[src/rtl/legv8_multicycle_control_unit.sv]
// Multi-cycle LEGv8 control unit: FETCH/DECODE/EXEC/MEM/WB sequencing, MOVK split into
// two register writes, memory handshake with timeout, sticky illegal trap.
//
// state | meaning
// ------+---------------------------------------------------------------
// FETCH | wait for instr_valid, latch instruction into IR
// DECODE| classify opcode, trap on undefined opcode / bad hw field
// EXEC  | ALU op, branch resolution, address generation, MOVK mask
// MEM   | hold mem_rd/mem_wr until mem_ready, bounded by MEM_TO
// WB    | write load data to register file
// MOVK2 | OR shifted imm16 into Rd
// TRAP  | dead state, only reset leaves it
module legv8_multicycle_control_unit #(
   parameter int DATA_W = 64,
   parameter int MEM_TO = 15
) (
   input  logic              clock,
   input  logic              reset,
   input  logic [31:0]       instruction,
   input  logic              instr_valid,
   input  logic [4:0]        status,
   input  logic              mem_ready,
   output logic              ir_load,
   output logic              pc_load,
   output logic [1:0]        pc_sel,
   output logic              rf_we,
   output logic [1:0]        rf_wsel,
   output logic [4:0]        rd_addr,
   output logic              alu_b_sel,
   output logic [3:0]        alu_fs,
   output logic              flag_we,
   output logic              mem_rd,
   output logic              mem_wr,
   output logic [DATA_W-1:0] constant,
   output logic [2:0]        state,
   output logic              illegal
);

   localparam int CW = (MEM_TO < 2) ? 1 : $clog2(MEM_TO);

   typedef enum logic [2:0] {
      S_FETCH = 3'd0, S_DECODE = 3'd1, S_EXEC = 3'd2, S_MEM = 3'd3,
      S_WB = 3'd4, S_MOVK2 = 3'd5, S_TRAP = 3'd6
   } state_t;

   typedef enum logic [3:0] {
      C_UND, C_RALU, C_IALU, C_SHIFT, C_LDUR, C_STUR, C_MOVZ, C_MOVK,
      C_CBZ, C_CBNZ, C_BCOND, C_B, C_BL, C_BR
   } cls_t;

   state_t        state_q, state_d;
   logic [31:0]   ir_q, ir_d;
   logic [CW-1:0] cnt_q, cnt_d;
   logic          illegal_q, illegal_d;

   cls_t          cls;
   logic [3:0]    fs;
   logic          set_fl;
   logic          bad_hw;
   logic          cond_ok;
   logic [5:0]    sh_amt;

   // State, IR, timeout counter and sticky illegal flag
   always_ff @(posedge clock or posedge reset) begin
      if (reset) begin
         state_q   <= S_FETCH;
         ir_q      <= '0;
         cnt_q     <= '0;
         illegal_q <= 1'b0;
      end else begin
         state_q   <= state_d;
         ir_q      <= ir_d;
         cnt_q     <= cnt_d;
         illegal_q <= illegal_d;
      end
   end

   // Opcode classification from IR[31:21]
   always_comb begin
      cls    = C_UND;
      fs     = 4'd0;
      set_fl = 1'b0;
      casez (ir_q[31:21])
         11'b10001011000: begin cls = C_RALU; fs = 4'd0; end
         11'b11001011000: begin cls = C_RALU; fs = 4'd1; end
         11'b10001010000: begin cls = C_RALU; fs = 4'd2; end
         11'b10101010000: begin cls = C_RALU; fs = 4'd3; end
         11'b11001010000: begin cls = C_RALU; fs = 4'd4; end
         11'b10101011000: begin cls = C_RALU; fs = 4'd0; set_fl = 1'b1; end
         11'b11101011000: begin cls = C_RALU; fs = 4'd1; set_fl = 1'b1; end
         11'b11101010000: begin cls = C_RALU; fs = 4'd2; set_fl = 1'b1; end
         11'b11010011011: begin cls = C_SHIFT; fs = 4'd5; end
         11'b11010011010: begin cls = C_SHIFT; fs = 4'd6; end
         11'b11010110000: cls = C_BR;
         11'b1001000100?: begin cls = C_IALU; fs = 4'd0; end
         11'b1101000100?: begin cls = C_IALU; fs = 4'd1; end
         11'b1001001000?: begin cls = C_IALU; fs = 4'd2; end
         11'b1011001000?: begin cls = C_IALU; fs = 4'd3; end
         11'b1101001000?: begin cls = C_IALU; fs = 4'd4; end
         11'b1011000100?: begin cls = C_IALU; fs = 4'd0; set_fl = 1'b1; end
         11'b1111000100?: begin cls = C_IALU; fs = 4'd1; set_fl = 1'b1; end
         11'b1111001000?: begin cls = C_IALU; fs = 4'd2; set_fl = 1'b1; end
         11'b11111000010: cls = C_LDUR;
         11'b11111000000: cls = C_STUR;
         11'b110100101??: cls = C_MOVZ;
         11'b111100101??: cls = C_MOVK;
         11'b10110100???: cls = C_CBZ;
         11'b10110101???: cls = C_CBNZ;
         11'b01010100???: cls = C_BCOND;
         11'b000101?????: cls = C_B;
         11'b100101?????: cls = C_BL;
         default:         cls = C_UND;
      endcase
   end

   // Wide-move hw field check and B.cond evaluation on {N,Z,C,V}
   always_comb begin
      sh_amt = {ir_q[22:21], 4'b0000};
      bad_hw = ((cls == C_MOVZ) || (cls == C_MOVK)) && ((int'(ir_q[22:21]) * 16) >= DATA_W);
      case (ir_q[3:0])
         4'h0:    cond_ok = status[2];
         4'h1:    cond_ok = !status[2];
         4'h2:    cond_ok = status[1];
         4'h3:    cond_ok = !status[1];
         4'h4:    cond_ok = status[3];
         4'h5:    cond_ok = !status[3];
         4'h6:    cond_ok = status[0];
         4'h7:    cond_ok = !status[0];
         4'h8:    cond_ok = status[1] && !status[2];
         4'h9:    cond_ok = !(status[1] && !status[2]);
         4'hA:    cond_ok = (status[3] == status[0]);
         4'hB:    cond_ok = (status[3] != status[0]);
         4'hC:    cond_ok = !status[2] && (status[3] == status[0]);
         4'hD:    cond_ok = !(!status[2] && (status[3] == status[0]));
         default: cond_ok = 1'b1;
      endcase
   end

   // Immediate generation; MOVK carries the clear mask in EXEC and the value in MOVK2
   always_comb begin
      constant = '0;
      case (cls)
         C_IALU:                 constant = {{(DATA_W-12){1'b0}}, ir_q[21:10]};
         C_LDUR, C_STUR:         constant = {{(DATA_W-9){ir_q[20]}}, ir_q[20:12]};
         C_CBZ, C_CBNZ, C_BCOND: constant = {{(DATA_W-19){ir_q[23]}}, ir_q[23:5]};
         C_B, C_BL:              constant = {{(DATA_W-26){ir_q[25]}}, ir_q[25:0]};
         C_SHIFT:                constant = {{(DATA_W-6){1'b0}}, ir_q[15:10]};
         C_MOVZ:                 constant = {{(DATA_W-16){1'b0}}, ir_q[20:5]} << sh_amt;
         C_MOVK: begin
            if (state_q == S_MOVK2)
               constant = {{(DATA_W-16){1'b0}}, ir_q[20:5]} << sh_amt;
            else
               constant = ~({{(DATA_W-16){1'b0}}, 16'hFFFF} << sh_amt);
         end
         default:                constant = '0;
      endcase
   end

   // Next-state and control outputs
   always_comb begin
      state_d   = state_q;
      ir_d      = ir_q;
      cnt_d     = '0;
      illegal_d = illegal_q;
      ir_load   = 1'b0;
      pc_load   = 1'b0;
      pc_sel    = 2'd0;
      rf_we     = 1'b0;
      rf_wsel   = 2'd0;
      rd_addr   = (cls == C_BL) ? 5'd30 : ir_q[4:0];
      alu_b_sel = 1'b0;
      alu_fs    = 4'd0;
      flag_we   = 1'b0;
      mem_rd    = 1'b0;
      mem_wr    = 1'b0;
      case (state_q)
         S_FETCH: begin
            // gate with reset so every control output is quiet while reset is held
            ir_load = instr_valid && !reset;
            if (instr_valid) begin
               ir_d    = instruction;
               state_d = S_DECODE;
            end
         end
         S_DECODE: begin
            if ((cls == C_UND) || bad_hw) begin
               state_d   = S_TRAP;
               illegal_d = 1'b1;
            end else begin
               state_d = S_EXEC;
            end
         end
         S_EXEC: begin
            state_d = S_FETCH;
            case (cls)
               C_RALU: begin
                  alu_fs = fs; rf_we = 1'b1; pc_load = 1'b1; flag_we = set_fl;
               end
               C_IALU: begin
                  alu_fs = fs; alu_b_sel = 1'b1; rf_we = 1'b1; pc_load = 1'b1; flag_we = set_fl;
               end
               C_SHIFT: begin
                  alu_fs = fs; alu_b_sel = 1'b1; rf_we = 1'b1; pc_load = 1'b1;
               end
               C_LDUR, C_STUR: begin
                  alu_fs = 4'd0; alu_b_sel = 1'b1; state_d = S_MEM;
               end
               C_MOVZ: begin
                  alu_fs = 4'd7; alu_b_sel = 1'b1; rf_we = 1'b1; pc_load = 1'b1;
               end
               C_MOVK: begin
                  alu_fs = 4'd2; alu_b_sel = 1'b1; rf_we = 1'b1; state_d = S_MOVK2;
               end
               C_CBZ: begin
                  alu_fs = 4'd7; pc_load = 1'b1; pc_sel = status[4] ? 2'd1 : 2'd0;
               end
               C_CBNZ: begin
                  alu_fs = 4'd7; pc_load = 1'b1; pc_sel = status[4] ? 2'd0 : 2'd1;
               end
               C_BCOND: begin
                  pc_load = 1'b1; pc_sel = cond_ok ? 2'd1 : 2'd0;
               end
               C_B: begin
                  pc_load = 1'b1; pc_sel = 2'd1;
               end
               C_BL: begin
                  pc_load = 1'b1; pc_sel = 2'd1; rf_we = 1'b1; rf_wsel = 2'd2;
               end
               C_BR: begin
                  pc_load = 1'b1; pc_sel = 2'd2;
               end
               default: state_d = S_TRAP;
            endcase
         end
         S_MEM: begin
            alu_fs    = 4'd0;
            alu_b_sel = 1'b1;
            mem_rd    = (cls == C_LDUR);
            mem_wr    = (cls == C_STUR);
            if (mem_ready) begin
               if (cls == C_LDUR) begin
                  state_d = S_WB;
               end else begin
                  pc_load = 1'b1;
                  state_d = S_FETCH;
               end
            end else if (MEM_TO != 0) begin
               if (cnt_q == CW'(MEM_TO - 1)) begin
                  state_d   = S_TRAP;
                  illegal_d = 1'b1;
               end else begin
                  cnt_d = cnt_q + 1'b1;
               end
            end
         end
         S_WB: begin
            rf_we = 1'b1; rf_wsel = 2'd1; pc_load = 1'b1; state_d = S_FETCH;
         end
         S_MOVK2: begin
            rf_we = 1'b1; alu_fs = 4'd3; alu_b_sel = 1'b1; pc_load = 1'b1; state_d = S_FETCH;
         end
         S_TRAP:  state_d = S_TRAP;
         default: state_d = S_FETCH;
      endcase
   end

   assign state   = state_q;
   assign illegal = illegal_q;

endmodule
[config.mk]
export PLATFORM = sky130hd
export DESIGN_NAME = legv8_multicycle_control_unit
export DESIGN_NICKNAME = d
export VERILOG_FILES = /design/src/rtl/legv8_multicycle_control_unit.sv
export SDC_FILE = /design/constraint.sdc
export NUM_CORES = 1
export LEC_CHECK = 0
export CAP_MARGIN = 20
export CELL_PAD_IN_SITES_DETAIL_PLACEMENT = 1
export CELL_PAD_IN_SITES_GLOBAL_PLACEMENT = 1
export CORE_MARGIN = 3
export CORE_UTILIZATION = 37
export CTS_BUF_LIST = sky130_fd_sc_hd__clkbuf_8
export DETAILED_ROUTE_END_ITERATION = 7
export PLACE_DENSITY = 0.95
export RECOVER_POWER = 50
export SKIP_CTS_REPAIR_TIMING = 1
export SLEW_MARGIN = 30
export SYNTH_ARGS = -nofsm -noshare
export SYNTH_HDL_FRONTEND = slang
export SYNTH_SLANG_ARGS = --single-unit
[constraint.sdc]
create_clock -name clock -period 9.8 [get_ports clock]
set_input_delay 1.96 -clock clock [delete_from_list [all_inputs] [get_ports clock]]
set_output_delay 1.96 -clock clock [all_outputs]
set_load 0.05 [all_outputs]
* Word level (Yosys, flattened, before mapping) *
Cells that the tools add are included.

storage, ports and cells
  register bits after elaboration = 40
  word-level logic and storage cells = 159

operators by class
  add/subtract/negate cells = 1
  magnitude comparators = 1
  equal/unequal tests = 68
  shifts and indexed selects = 2
  muxes and demuxes = 43
  bitwise gates (word level) = 1
  reduce and logical (&&, ||, !) cells = 39

operator list
  cell                                                  number
  one-hot mux 64 bit (7 select lines)                   1
  equality test 11 bit (second input constant)          13
  equality test 10 bit (second input constant)          8
  2-to-1 mux 64 bit                                     1
  inverter 64 bit                                       1
  << shifter 16 x 6 -> 64 bit                           1
  << shifter 16 x 6 -> 64 bit (first input constant)    1
  equality test 4 bit (second input constant)           13
  one-hot mux 4 bit (13 select lines)                   1
  equality test 4 x 3 -> 1 bit (second input constant)  8
  equality test 9 bit (second input constant)           2
  one-hot mux 3 bit (3 select lines)                    2
  one-hot mux 3 bit (6 select lines)                    1
  OR reduction 6 bit                                    3
  2-to-1 mux 1 bit                                      17
  equality test 4 x 2 -> 1 bit (second input constant)  4
  equality test 8 bit (second input constant)           2
  OR reduction 2 bit                                    8
  OR reduction 8 bit                                    2
  2-to-1 mux 3 bit                                      5
  one-hot mux 3 bit (5 select lines)                    1
  one-hot mux 1 bit (14 select lines)                   1
  2-to-1 mux 4 bit                                      3
  one-hot mux 2 bit (5 select lines)                    1
  30 further kinds                                      55

* Logic depth before layout (Yosys ltp) *
Gate-level depths: netlist of run 1.

  depth after elaboration = 9
  mapped depth = 10
  gate-level depth less buffers = 7

* Worst setup path before layout of run 1 *
Ideal clock, no wire load.

  path type = input port to output port
  from = input status[0]
  to = output pc_sel[0]
  arrival = 4.308 ns
  required time = 7.840 ns
  setup slack = 3.532 ns
  stages on the path = 6
  path buffers = 0
  path through = mux4_2 a32oi_1 a211oi_1 a21oi_1 o22ai_1 nor4_1

on the way
  cells in the longest elaborated chain, start to end = 7
  elaborated cells on any way between the ends = 9
  those cells by class = 2 x eq/ne; 4 x mux; 3 x reduce/logical

RTL lines
  item                                     RTL line       text
  start: declaration                       21             input logic [4:0] status,
  equality test 1 bit                      131, 133, 134
  logical AND 1 bit                        133, 134
  zero test 1 bit                          134            4'hD: cond_ok = !(!status[2] && (status[3] == status[0]));
  one-hot mux 1 bit (14 select lines) (*)  120            case (ir_q[3:0])
  2-to-1 mux 1 bit (*)                     221            pc_load = 1'b1; pc_sel = cond_ok ? 2'd1 : 2'd0;
  one-hot mux 2 bit (5 select lines) (*)   195            case (cls)
  2-to-1 mux 2 bit (*)                     176            case (state_q)
  end: declaration                         25             output logic [1:0] pc_sel,

Every way passes the cells marked *; elsewhere a longest branch is shown, timed or not.

* Final worst setup path of run 1 *
  from = input instr_valid
  to = output ir_load

on the way
  cells in the longest elaborated chain, start to end = 2

RTL lines
  item                RTL line  text
  start: declaration  20        input logic instr_valid,
  logical AND 1 bit   179       ir_load = instr_valid && !reset;
  2-to-1 mux 1 bit    176
  end: declaration    23        output logic ir_load,

No other way between the ends.

==> parameters.txt, run 1 <==
Parameter                              Value

Status
  Status ... finished, violations left
  Violations in the final reports ... capacitance limit, slew limit

Global route
  Routing layer with the top usage in global route ... met2
  Global-route track usage on met2 ... 43.3%
  Via count of the first global-routing pass ... around 4400
  Global-route met3 utilization ... around 3%
  Maximum number of pins on one net before global-route repair ... 42
  Final global-route overflow total ... 0
  Initial antenna violation count ... 0
  Wire length of the first global-routing pass ... 24000 um
  Met1 usage in global routing ... 34.3%
  GRT Resource Usage Total ... 25.8%

Synth
  Area share of the largest cell type after synthesis ... between 20% and 30%
  Top FF cell, synth ... dfrtp_1
  Post-synth top area cell ... dfrtp_1
  Post-Synthesis Net Count ... 520
  Syn avg cell area ... 8.08 um2
  Post-synthesis instance area ... 0.00385 mm2
  Count of warnings emitted by yosys ... 0
  Share of synthesized registers carrying an async set or reset ... 100%
  Seq/Total Area, Yosys ... 26.0%
  Largest cells by area after synthesis ... dfrtp_1, mux2_2, a21o_1, nand2_1, a221o_1
  Synthesized instance count ... 477
  Number of enable-type register cells in the synthesized netlist ... 0
  Number of synthesized register bits ... 40
  Yosys cell types ... 71

Die
  Die Width ... 108 um
  Floorplan die area ... approximately 0.012 mm2
  Vertical die dimension ... roughly 110 um
  I/O pin count ... 129
  Initial cell density of the core ... 38.7%
  Area of the core region ... approximately 0.010 mm2
  Number of placement rows ... 36

Pwr
  Internal power of the cells ... 0.000734 W
  Sw Share ... 58.8%
  Switching power ... 0.00105 W
  PwrDens ... 340 mW/mm2
  Clock power share ... 8.2%
  Cell leakage power ... 2.31 nW
  Peak supply drop ... between 0.1 and 0.15 mV
  Portion of total power attributed to combinational logic ... 64.7%
  Sequential share of power ... a little over a quarter

Placement
  Post-detail-place hpwl ... 11300 um
  IO Port Bufs ... 127
  Placed instance count ... 692
  Placer's final routability congestion estimate ... between 0.9 and 1

Setup path
  Crit-path max FO ... 36
  Endpoint class of the critical path ... output port
  Required time at the endpoint of the critical path ... 7.84 ns
  Kind of start point of the critical path ... input pin
  Arrival @ worst endpoint ... 5.35 ns
  Critical Setup Path Class ... input pin to output port
  Slowest library cell on the worst path ... clkbuf_1
  Crit path cell chain ... dlygate4sd3_1, nor2b_1, and3_1, clkbuf_1, and2_1, clkdlybuf4s50_1
  Slowest Stage Delay on Critical Path ... ~1.4 ns
  Buffer and inverter count on the worst path ... 3
  Crit-path leading delay family ... buffers and inverters

STA
  Final-report hold violation count ... 0
  Achievable Freq ... 137 MHz
  Number of slew-limit violations in the final report ... 79
  Max transition margin ... -52.7%
  Slew @ Worst Pin ... 2.29 ns
  Setup repair after global routing missed its margin ... false
  Share of the clock period used by the worst path after layout ... between 70% and 80%
  Time the worst path needs with I/O delays and setup ... between 7 and 8 ns
  Largest clock skew in the final design ... roughly 0.0063 ns
  Setup TNS ... 0 ns
  Endpoints failing setup ... 0

Worst hold path
  Hold Path Class ... flip-flop to flip-flop

Finish
  Share of layout cells above drive strength 1 ... 10.6%
  Post-layout net count ... 610
  Flip-flop and latch area ... 0.00100 mm2
  Number of cells in the finished layout apart from fillers ... 701
  Area delta synth->final ... 36.0%
  # fillers ... between 1000 and 1500
  Antenna fix cells ... 0
  Area used by multi-input combinational logic ... 0.00262 mm2
  Layout Utilization ... 52.6%

Routing
  Aggregate routed wire length ... ~15000 um
  Detailed-route DRC error count ... 0
  Avg WL per Cell ... 22.0 um
  Vias per std cell ... 6.31
  Post-route antenna net violation count ... 0
  DRT Pass-1 Iters ... 5
  Total number of vias ... approximately 4400
  Iter 0 DRT Violations ... 392

Job
  Max-cap violation count ... 2

Clocking
  Clock tree buffer depth ... 2
  Depth of the CTS H-tree ... 2
  Number of CTS-inserted buffers ... 5
  CTS tree ... built
  Clock Sinks ... 40
  Clock Root Buffer ... clkbuf_8
  Clock transition at path regs ... roughly 0.09 ns
  Worst-skew pair later-pin latency ... 0.31 ns
[power by group through the flow]
stage | logic (W) | clock network (W) | registers, W
5_1_grt | 0.00121 | 0.000153 | 0.000501
2_1_floorplan | 0.000916 | 0 | 0.000308
6_report | 0.00115 | 0.000145 | 0.000484
4_1_cts | 0.00115 | 0.000148 | 0.000472
3_3_place_gp | 0.00111 | 0 | 0.000465
3_5_place_dp | 0.00115 | 0 | 0.000473
[stage by stage]
stage                     area, um2  hold slack, ns  power [W]  setup WS (ns)
final                          5240           0.488    0.00178           2.49
after global routing           5240           0.507    0.00186           2.09
after CTS                      5240           0.495    0.00177           3.06
after detailed placement       5120           0.474    0.00162           3.06
after global placement         5120           0.466    0.00158           3.13
after floorplan                3850           0.454    0.00122           3.53
[cell families (layout without fill, tap and decap cells)]
logic type / count (synthesis) / count (layout) / synth area share [%]
AOI/OAI and AO/OA: 165 / 165 / 31.5
xor gates and xnor gates: 4 / 4 / 0.910
adders and majority gates: 2 / 2 / 0.649
buffers and inverters: 57 / 148 / 6.14
DFF: 40 / 40 / 26.0
muxes: 31 / 31 / 9.32
other: 1 / 1 / 0.0973
and+or+nand+nor: 177 / 177 / 25.4
[synth_stat cells (3+ instances only)]
master,count
nand2_1,61
a21o_1,43
dfrtp_1,40
a21oi_1,35
nor2_1,30
mux2_2,29
clkbuf_1,21
a221o_1,20
o21ai_0,18
buf_1,15
nor3_1,12
nand3_1,10
buf_2,9
inv_1,9
nand2b_1,9
a221oi_1,7
and3_1,7
nor2b_1,6
a31oi_1,5
nor4_1,5
o211ai_1,5
a211oi_1,4
a211o_1,3
and2_1,3
buf_4,3
nand4b_1,3
or4_1,3
[area by class of cell]
| class | instances | share of cell area (%) |
|---|---|---|
| clock buffers | 5 | 1.31 |
| clock inverters | 3 | 0.908 |
| inverters | 9 | 0.645 |
| multi-input cells | 380 | 50.1 |
| flip-flops and latches | 40 | 19.1 |
| well taps | 133 | 3.18 |
| repair buffers | 131 | 24.8 |
[layer usage]
layer | vias up | share of wire (%)
met3 | 33 | 7.0
met4 | 0 | 2.5
met5 | - | 0
met1 | 2201 | 41
met2 | 225 | 50
li1 | 1961 | -
[cells in the final DEF (no fill, tap or decap), types with 10 or more instances in the layout]
| cell type | n |
|---|---|
| a21oi_1 | 35 |
| dfrtp_1 | 40 |
| clkdlybuf4s50_1 | 121 |
| a21o_1 | 43 |
| nand3_1 | 10 |
| o21ai_0 | 19 |
| a221o_1 | 20 |
| nor2_1 | 30 |
| nand2_1 | 61 |
| mux2_2 | 27 |
| nor3_1 | 11 |
[path summary, 6_finish.rpt]
check                      cells after the start   startpoint  slack, ns       end
max reg2reg                                    7     ir_q[22]       6.30  state[2]
max                                            6  instr_valid       2.49   ir_load
min reg2reg                                    1      illegal       0.49   illegal
min in group asynchronous                      3        reset       2.94  cnt_q[1]
max in group asynchronous                      3        reset       5.56  ir_q[20]
min                                            1      illegal       0.49   illegal
[flip-flops by register name (all words and copies together) (netlist names)]
register,flops
ir_q,32
cnt_q,4
state,3
illegal,1
Power figures use the tool's default switching activity.
==> inputs of run 2 (changes only) <==
--- a/config.mk
+++ b/config.mk
@@ -9,10 +9,10 @@
 export CELL_PAD_IN_SITES_DETAIL_PLACEMENT = 1
 export CELL_PAD_IN_SITES_GLOBAL_PLACEMENT = 1
 export CORE_MARGIN = 3
-export CORE_UTILIZATION = 37
+export CORE_UTILIZATION = 31
 export CTS_BUF_LIST = sky130_fd_sc_hd__clkbuf_8
 export DETAILED_ROUTE_END_ITERATION = 7
-export PLACE_DENSITY = 0.95
+export PLACE_DENSITY = 0.9
 export RECOVER_POWER = 50
 export SKIP_CTS_REPAIR_TIMING = 1
 export SLEW_MARGIN = 30
==> constraint.sdc (replaced) <==
create_clock -name clock -period 6.2 [get_ports clock]
set_input_delay 1.24 -clock clock [delete_from_list [all_inputs] [get_ports clock]]
set_output_delay 1.24 -clock clock [all_outputs]
set_load 0.05 [all_outputs]
==> parameters.txt, run 2 (synthesized netlist as in run 1, its figures left out) <==
Parameter                              Value

Routing
  Detailed-route DRC error count ... 0
  Aggregate routed wire length ... 15600 um
  DRT Pass-1 Iters ... 4
  Total number of vias ... 4243
  Avg WL per Cell ... 21.2 um
  Vias per std cell ... around 5.8
  Iter 0 DRT Violations ... 265
  Post-route antenna net violation count ... 0

Global route
  Via count of the first global-routing pass ... 4529
  GRT Resource Usage Total ... 22.2%
  Initial antenna violation count ... 0
  Wire length of the first global-routing pass ... between 20000 and 30000 um
  Maximum number of pins on one net before global-route repair ... 41
  Final global-route overflow total ... 0

Status
  Status ... finished, violations left
  Violations in the final reports ... capacitance limit, slew limit

STA
  Endpoints failing setup ... 0
  Worst hold margin ... 0.525 ns
  Slew @ Worst Pin ... 2.30 ns
  Share of the clock period used by the worst path after layout ... 90.2%
  Final-report hold violation count ... 0
  Max transition margin ... -53.2%
  Setup repair after global routing missed its margin ... false
  Number of slew-limit violations in the final report ... 77
  Achievable Freq ... 179 MHz
  Largest clock skew in the final design ... 0.00694 ns
  Time the worst path needs with I/O delays and setup ... 5.59 ns
  Setup TNS ... 0 ns

Clocking
  Depth of the CTS H-tree ... 2
  Clock tree buffer depth ... 2
  Clock transition at path regs ... roughly 0.080 ns
  CTS tree ... built
  Clock Sinks ... 40
  Clock Root Buffer ... clkbuf_8
  Number of CTS-inserted buffers ... 5
  Worst-skew pair later-pin latency ... 0.31 ns

Setup path
  Critical Setup Path Class ... flip-flop to output port
  Crit-path max FO ... 23
  Required time at the endpoint of the critical path ... 4.96 ns
  Worst R2R Start ... ir_q[22]
  Kind of start point of the critical path ... flip-flop
  Arrival @ worst endpoint ... between 4 and 5 ns
  Worst reg2reg endpoint ... state[2]
  Slowest library cell on the worst path ... dfrtp_1
  Number of cells on the worst reg-to-reg path ... 7
  Endpoint class of the critical path ... output port
  Most prevalent standard cell on the critical path ... a221o_1
  Crit path cell chain ... or4b_1, or4_1, nand2_2, o21ai_2, nor2_1, a221o_1, a221o_1, clkdlybuf4s50_1
  Slowest Stage Delay on Critical Path ... 0.84 ns
  Register-to-register path setup slack ... 3.00 ns

Worst hold path
  Hold Path Origin ... cnt_q[0]
  Endpoint, Worst Hold ... cnt_q[0]
  Hold path depth ... 1
  Hold Path Class ... flip-flop to flip-flop

Die
  Floorplan die area ... approximately 0.014 mm2
  Vertical die dimension ... around 120 um
  Initial cell density of the core ... 31.9%
  I/O pin count ... 129
  Die Width ... approximately 120 um
  Area of the core region ... 0.0121 mm2
  Number of placement rows ... 40

Pwr
  Peak supply drop ... 0.219 mV
  Final total power ... approximately 0.0028 W
  Cell leakage power ... 2.31 nW
  PwrDens ... 531 mW/mm2

Finish
  # fillers ... 1451
  Post-layout net count ... 611
  Number of cells in the finished layout apart from fillers ... about 740
  Largest register by flop count ... ir_q
  Antenna fix cells ... 0
  Number of flip-flops in the largest register ... 32
  Share of layout cells above drive strength 1 ... roughly 11%
  Leading cell types in the layout, fill and taps excluded ... clkdlybuf4s50_1, nand2_1, a21o_1, dfrtp_1, a21oi_1
  Leading cell type in the layout, fill and taps excluded ... clkdlybuf4s50_1
  Post-layout instance area ... 0.00527 mm2
  Area delta synth->final ... 36.9%

Placement
  Placement Cell Area ... ~0.0052 mm2
  Placed instance count ... 729
  Post-detail-place hpwl ... ~12000 um
  Placer's final routability congestion estimate ... 0.868
  IO Port Bufs ... 127

Job
  Max-cap violation count ... 2
-- run 2: cell types whose count changed in the layout (fill, tap and decap cells not counted), sizes merged --
cell,change
inv,+1
clkinv,-1
dlygate4sd3,+1
clkdlybuf4s50,-1
buf,+1
-- run 2: worst max path at each step --
stage / startpoint / end / slack [ns] / cells after the start
CTS: ir_q[22] / constant[7] / 0.69 / 8
global placement: status[0] / pc_sel[0] / 0.94 / 8
floorplan: status[0] / pc_sel[0] / 1.37 / 6
detailed placement: status[3] / pc_sel[0] / 0.88 / 8
finish: ir_q[22] / constant[7] / 0.61 / 8
global route: ir_q[30] / constant[8] / 0.40 / 8
-- run 2: through the flow --
step,setup slack (ns),util (%)
after global placement,0.935,42.9
final,0.610,43.7
after detailed placement,0.883,42.9
after global routing,0.404,43.7
after CTS,0.690,43.8
after floorplan,1.37,-
-- run 2: power breakdown --
part	total, W	internal (W)	switching, W	leakage, nW
clock	0.000217	0.000118	0.0000986	0.0593
sequential	0.000772	0.000376	0.000396	0.482
combinational	0.00181	0.000661	0.00115	1.77
-- run 2: layout make-up --
type	count	area, um2	share of cell area (%)
multi-input combinational	380	2620	49.7
clock buffer	5	68.8	1.30
sequential	40	1000	19.0
tap	168	210	3.99
clock inverter	3	38.8	0.735
inverter	9	33.8	0.641
timing repair buffer	132	1300	24.7
-- run 2: metal layers --
layer | routed length [um] | vias to the layer above | global-route usage, %
met4 | 350 | 0 | 8.28
met2 | 7680 | 176 | 37.9
li1 | - | 1956 | -
met3 | 1130 | 24 | 3.27
met1 | 6450 | 2087 | 28.6
met5 | 0 | - | 0
-- run 2: critical path, delay by kind of cell, from the launching register on --
kind            cells  cell delay [ns]
compound gates      3             0.53
simple gates        4             1.85
flops               1             0.84
buf+inv             1             0.82
==> inputs of run 3 (changes only) <==
--- a/config.mk
+++ b/config.mk
@@ -15,6 +15,7 @@
 export PLACE_DENSITY = 0.9
 export RECOVER_POWER = 50
 export SKIP_CTS_REPAIR_TIMING = 1
+export SKIP_LAST_GASP = 1
 export SLEW_MARGIN = 30
 export SYNTH_ARGS = -nofsm -noshare
 export SYNTH_HDL_FRONTEND = slang
==> results of run 3 <==
The final DEF is identical to that of run 2; final timing and power are the same.
